==> src/rtl/dlx_pkg.sv <==
// Shared DLX definitions: instruction-word defaults, NOP encoding and the
// instruction-memory controller state type.
package dlx_pkg;

    localparam int unsigned DATA_W_DEF = 32;
    localparam logic [31:0] NOP_ENC    = 32'h0000_0000;

    typedef enum logic {
        CLEAR = 1'b0,
        RUN   = 1'b1
    } imem_state_t;

endpackage

==> src/rtl/dlx_imem_ram.sv <==
// Simple dual-port word array: one write port and one registered read port
// that returns the pre-write contents on a same-address collision.
module dlx_imem_ram #(
    parameter int unsigned DATA_W = 32,
    parameter int unsigned DEPTH  = 64,
    parameter int unsigned AW     = 6
) (
    input  logic              clk,
    input  logic              we,
    input  logic [AW-1:0]     waddr,
    input  logic [DATA_W-1:0] wdata,
    input  logic              re,
    input  logic [AW-1:0]     raddr,
    output logic [DATA_W-1:0] rdata
);

    logic [DATA_W-1:0] mem [DEPTH];

    always_ff @(posedge clk) begin
        if (we) begin
            mem[waddr] <= wdata;
        end
        if (re) begin
            rdata <= mem[raddr];
        end
    end

endmodule

==> src/rtl/dlx_imem.sv <==
// Loadable DLX instruction memory: post-reset NOP sweep, program-load port
// and a one-cycle registered fetch port with stall hold and range faults.
module dlx_imem
    import dlx_pkg::*;
#(
    parameter int unsigned        DATA_W   = DATA_W_DEF,
    parameter int unsigned        DEPTH    = 64,
    parameter int unsigned        ADDR_W   = 32,
    parameter logic [DATA_W-1:0]  NOP_WORD = DATA_W'(NOP_ENC)
) (
    input  logic              clk_i,
    input  logic              reset_i,
    input  logic              load_en_i,
    input  logic [ADDR_W-1:0] load_addr_i,
    input  logic [DATA_W-1:0] load_data_i,
    output logic              load_busy_o,
    output logic              load_err_o,
    input  logic              fetch_req_i,
    input  logic [ADDR_W-1:0] fetch_addr_i,
    input  logic              fetch_stall_i,
    output logic              fetch_valid_o,
    output logic [DATA_W-1:0] fetch_data_o,
    output logic              fetch_fault_o
);

    localparam int unsigned       PTR_W     = $clog2(DEPTH);
    localparam logic [PTR_W-1:0]  PTR_LAST  = PTR_W'(DEPTH - 1);
    localparam logic [ADDR_W:0]   DEPTH_EXT = (ADDR_W + 1)'(DEPTH);

    imem_state_t       state, state_next;
    logic [PTR_W-1:0]  ptr, ptr_next;
    logic              running;
    logic              load_in_range, fetch_in_range;
    logic              hold, accept;
    logic              have_data;
    logic              ram_we, ram_re;
    logic [PTR_W-1:0]  ram_waddr;
    logic [DATA_W-1:0] ram_wdata, ram_rdata;

    always_ff @(posedge clk_i or posedge reset_i) begin
        if (reset_i) begin
            state <= CLEAR;
            ptr   <= '0;
        end else begin
            state <= state_next;
            ptr   <= ptr_next;
        end
    end

    always_comb begin
        state_next  = state;
        ptr_next    = ptr;
        load_busy_o = 1'b0;
        unique case (state)
            CLEAR: begin
                load_busy_o = 1'b1;
                ptr_next    = ptr + PTR_W'(1);
                if (ptr == PTR_LAST) begin
                    state_next = RUN;
                    ptr_next   = '0;
                end
            end
            RUN: begin
                load_busy_o = 1'b0;
            end
            default: begin
                state_next = CLEAR;
                ptr_next   = '0;
            end
        endcase
    end

    // Range checks use the full address so high bits can never alias into the array.
    assign running        = (state == RUN);
    assign load_in_range  = ({1'b0, load_addr_i}  < DEPTH_EXT);
    assign fetch_in_range = ({1'b0, fetch_addr_i} < DEPTH_EXT);
    assign hold           = fetch_valid_o & fetch_stall_i;
    assign accept         = running & fetch_req_i & ~hold;

    // The clear sweep borrows the load write port.
    assign ram_we    = load_busy_o | (running & load_en_i & load_in_range);
    assign ram_waddr = load_busy_o ? ptr : load_addr_i[PTR_W-1:0];
    assign ram_wdata = load_busy_o ? NOP_WORD : load_data_i;
    assign ram_re    = accept & fetch_in_range;

    dlx_imem_ram #(
        .DATA_W (DATA_W),
        .DEPTH  (DEPTH),
        .AW     (PTR_W)
    ) u_ram (
        .clk   (clk_i),
        .we    (ram_we),
        .waddr (ram_waddr),
        .wdata (ram_wdata),
        .re    (ram_re),
        .raddr (fetch_addr_i[PTR_W-1:0]),
        .rdata (ram_rdata)
    );

    // The RAM read register has no reset; have_data selects NOP until a
    // real in-range word has been read, and after any faulted fetch.
    always_ff @(posedge clk_i or posedge reset_i) begin
        if (reset_i) begin
            load_err_o    <= 1'b0;
            fetch_valid_o <= 1'b0;
            fetch_fault_o <= 1'b0;
            have_data     <= 1'b0;
        end else begin
            load_err_o <= running & load_en_i & ~load_in_range;
            if (!hold) begin
                fetch_valid_o <= accept;
                if (accept) begin
                    fetch_fault_o <= ~fetch_in_range;
                    have_data     <= fetch_in_range;
                end
            end
        end
    end

    assign fetch_data_o = have_data ? ram_rdata : NOP_WORD;

endmodule
==> config.mk <==
export PLATFORM = sky130hd
export DESIGN_NAME = dlx_imem
export DESIGN_NICKNAME = d
export VERILOG_FILES = /design/src/rtl/dlx_pkg.sv /design/src/rtl/dlx_imem_ram.sv /design/src/rtl/dlx_imem.sv
export SDC_FILE = /design/constraint.sdc
export NUM_CORES = 2
export LEC_CHECK = 0
export ABC_AREA = 1
export ABC_CLOCK_PERIOD_IN_PS = 3900
export BUFFER_PORTS_ARGS = -buffer_cell sky130_fd_sc_hd__buf_2
export CAP_MARGIN = 10
export CORE_MARGIN = 5
export CORE_UTILIZATION = 30
export DETAILED_ROUTE_END_ITERATION = 10
export PLACE_DENSITY = 0.44
export SLEW_MARGIN = 0
export SYNTH_ARGS = -nofsm -noshare
export SYNTH_HDL_FRONTEND = slang
export SYNTH_SLANG_ARGS = --single-unit
==> constraint.sdc <==
create_clock -name clk_i -period 3.9 [get_ports clk_i]
set_input_delay 0.78 -clock clk_i [delete_from_list [all_inputs] [get_ports clk_i]]
set_output_delay 0.78 -clock clk_i [all_outputs]
set_load 0.01 [all_outputs]
==> flow_metrics.env <==
export IMPL_power_density_nw_per_um2=478
export IMPL_die_x_um=540
export IMPL_numPortBuffers=136
export IMPL_slowest_stage="o21ai_0"
export IMPL_synth_top_cell_area_share_pct=74.1
export IMPL_period_needed_ns=3.47
export IMPL_grt_pass1_wl_um=395000
export IMPL_syn_to_final_growth_pct=16.9
export IMPL_rsz0062_at_grt="no"
export IMPL_dp_cells=10700
export IMPL_ir_drop_mv=0.453
export IMPL_syn_inst=7023
export IMPL_routedWlPerCell_um=25.0
export IMPL_path_cells="o21ai_0 > inv_2 > or2_1 > nor2_1 > nand2_1 > nor2_4 > buf_12"
export IMPL_cts_resized=0
export IMPL_synth_top_cell_by_area="edfxtp_1"
export IMPL_firstDrtPassIters=6
export IMPL_drv_slew=0
export IMPL_max_cap_viol_count=0
export IMPL_setup_viol_count_final=0
export IMPL_layoutNonFillerInstCount=11100
export IMPL_antenna_found_initial=16
export IMPL_pre_cts_ws_ns=0.370
export IMPL_slew_headroom_pct=15.6
export IMPL_synth_adder_area_share_pct=0.0148
export IMPL_syn_nets=7125
export IMPL_ys_seq_area_share_pct=74.4
export IMPL_status="finished clean"
export IMPL_cts_reportedPaths_clkPinSlew_ns=0.06
export IMPL_setup_slack_ns=0.431
export IMPL_place_hpwl_um=153000
export IMPL_synth_compound_area_share_pct=0.0772
export IMPL_hold_depth=3
export IMPL_cp_max_fo=32
export IMPL_tightest_slew_ns=1.25
export IMPL_cp_start_kind="flip-flop"
export IMPL_htreeDepth=4
export IMPL_leakage_uw=0.0337
export IMPL_drt_vias_per_instance=4.95
export IMPL_fin_nets=7336
export IMPL_routed_wl_um=279000
export IMPL_worstPathArrival_ns=4.00
export IMPL_period_share_pct=88.9
export IMPL_synth_area_leaders="edfxtp_1, nand3_1, nand2_1"
export IMPL_placement_rows=194
export IMPL_core_um2=280000
export IMPL_synth_seq_cells=2091
export IMPL_grt_pass1_vias=53400
export IMPL_synth_cell_types=26
export IMPL_crit_family="simple AND/OR/NAND/NOR gates"
export IMPL_worstSkewPairLatency_ns=0.88
export IMPL_drtAntennaViolNets=0
export IMPL_endpoint_kind="flip-flop"
export IMPL_fin_util_pct=35.2
export IMPL_gp_congestion=0.783
export IMPL_grt_use_total_pct=18.6
export IMPL_yosysWarnings=0
export IMPL_finalHoldViolations=0
export IMPL_start_util_pct=30.1
export IMPL_numCtsBuffers=225
export IMPL_synth_xor_area_share_pct=0.0208
export IMPL_cts_tree="built"
export IMPL_hold_class="in2reg"
export IMPL_cts_root_buf="clkbuf_16"
export IMPL_grt_max_degree=162
export IMPL_synth_top_family_by_area="simple AND/OR/NAND/NOR gates"
export IMPL_path_depth=7
export IMPL_max_freq_mhz=288
export IMPL_synth_mux_area_share_pct=0.0119
export IMPL_drive_gt1_share_pct=11.1
export IMPL_finalSetupTns_ns=0
export IMPL_syn_area_um2=84300
export IMPL_drc=0
export IMPL_drt_iter0_drc=5640
export IMPL_synthSimpleGateAreaFrac_pct=22.3
export IMPL_critical_path_buf_inv_count=2
export IMPL_path_class="reg2reg"
export IMPL_cts_buffer_depth=3
export IMPL_dieArea_um2=292000
export IMPL_cp_data_required_time_ns=4.43
export IMPL_max_stage_delay_ns=1.04
export IMPL_io_pins=137
export IMPL_chipHeight_um=540
export IMPL_power_uw=47000
export IMPL_syn_avg_cell_area_um2=12.0
export IMPL_rr_worst_depth=7
export IMPL_clock_skew_ns=0.0284
export IMPL_via_count=55100
export IMPL_clkSinkCount=2091
export IMPL_grt_overflow=0
==> synth_stat cells <==
cell      count
a21oi_1       4
inv_1        87
or2_2         3
buf_4        38
buf_2       279
ha_1          1
clkbuf_1     83
o21ai_0       5
inv_4         1
dfrtp_1      11
xor2_1        2
inv_2         4
nand3_1    1911
a31oi_1       1
nor3_1        1
nor2_1      113
buf_6         9
nand4_1       5
a21o_1        1
o22ai_1       1
nand2_1    2334
mux2i_1       1
or2_1         2
nand3b_1      1
buf_1        45
edfxtp_1   2080
==> worst min-delay path, stage by stage <==
cell and delay, ns:
buf_2 0.08, nand2_1 0.05, nand2_1 0.06
==> metrics by stage <==
| step | instance area (um^2) | hold WS, ns |
|---|---|---|
| floorplan | 84300 | 0.479 |
| global placement | 91700 | 0.501 |
| detailed placement | 91700 | 0.484 |
| CTS | 98500 | 0.0666 |
| global route | 98500 | 0.101 |
| finish | 98500 | 0.134 |
==> routing by layer <==
metal  up-vias  track usage (%)  part of all wire (%)
li1      25300                -                     -
met1     27700             26.0                    45
met2      1751             29.4                    46
met3       382             2.72                   5.6
met4         0             6.72                   3.8
met5         -                0                     0
==> power breakdown <==
group | leakage [uW] | switching (uW) | total (uW) | internal (uW)
combinational | 0.0157 | 1860 | 2620 | 762
sequential | 0.0147 | 0 | 24300 | 24300
clock | 0.00330 | 8850 | 20100 | 11200
total | 0.0337 | 10700 | 47000 | 36300
==> cell usage in the layout (no fill, tap or decap), types with 2 or more instances in the layout <==
| cell type | count |
|---|---|
| edfxtp_1 | 2080 |
| buf_4 | 182 |
| clkbuf_1 | 66 |
| xor2_1 | 2 |
| clkinv_1 | 52 |
| clkinv_16 | 4 |
| clkbuf_16 | 227 |
| o21ai_0 | 5 |
| inv_1 | 53 |
| inv_2 | 34 |
| a21oi_1 | 4 |
| buf_8 | 3 |
| buf_2 | 131 |
| inv_16 | 4 |
| inv_8 | 2 |
| inv_6 | 6 |
| nor2_1 | 49 |
| nand2_1 | 2334 |
| or2_1 | 2 |
| clkinv_2 | 29 |
| nor2_4 | 64 |
| clkinv_8 | 2 |
| nand3_1 | 1911 |
| diode_2 | 8 |
| dfrtp_1 | 10 |
| or2_2 | 3 |
| nand4_1 | 5 |
| buf_12 | 120 |
| bufinv_16 | 9 |
==> registers in the layout, summed over array words and instances (netlist names) <==
| name | flops |
|---|---|
| fetch_fault_o | 1 |
| fetch_valid_o | 1 |
| have_data | 1 |
| load_err_o | 1 |
| ptr | 6 |
| running | 1 |
| u_ram.mem | 2048 |
| u_ram.rdata | 32 |
==> repair_timing <==
| action | 4_1_cts | 5_1_grt |
|---|---|---|
| endpoints found under the hold margin | 11 | 0 |
| buffers inserted | 0 | 0 |
| hold buffers | 1 | 0 |
==> kinds of logic after synthesis <==
logic type,count (synthesis)
and+or+nand+nor,4370
DFF,2091
buffers and inverters,546
AOI/OAI and AO/OA,12
xor gates and xnor gates,2
muxes,1
adders and majority gates,1
==> worst paths after layout <==
path | from | end | slack [ns]
setup / recovery | running$_DFF_PP0_ | u_ram.mem[2][28]$_DFFE_PP_ | 0.43
hold / removal | fetch_stall_i | fetch_valid_o$_DFFE_PP0N_ | 0.13
setup reg to reg | running$_DFF_PP0_ | u_ram.mem[2][28]$_DFFE_PP_ | 0.43
hold reg to reg | fetch_valid_o$_DFFE_PP0N_ | fetch_valid_o$_DFFE_PP0N_ | 0.51
max in group asynchronous | reset_i | have_data$_DFFE_PP0P_ | 3.06
min in group asynchronous | reset_i | ptr[4]$_DFFE_PP0N_ | 0.47
==> area by class of cell <==
class | count | area, um^2
timing repair buffer | 438 | 4490
tap | 3724 | 4660
antenna | 8 | 20.0
inverter | 92 | 383
clock buffer | 293 | 5930
fill | 27300 | 181000
clock inverter | 103 | 862
sequential | 2091 | 62700
multi-input combinational | 4386 | 19400
Note: power is estimated with default switching activity, not from simulation.
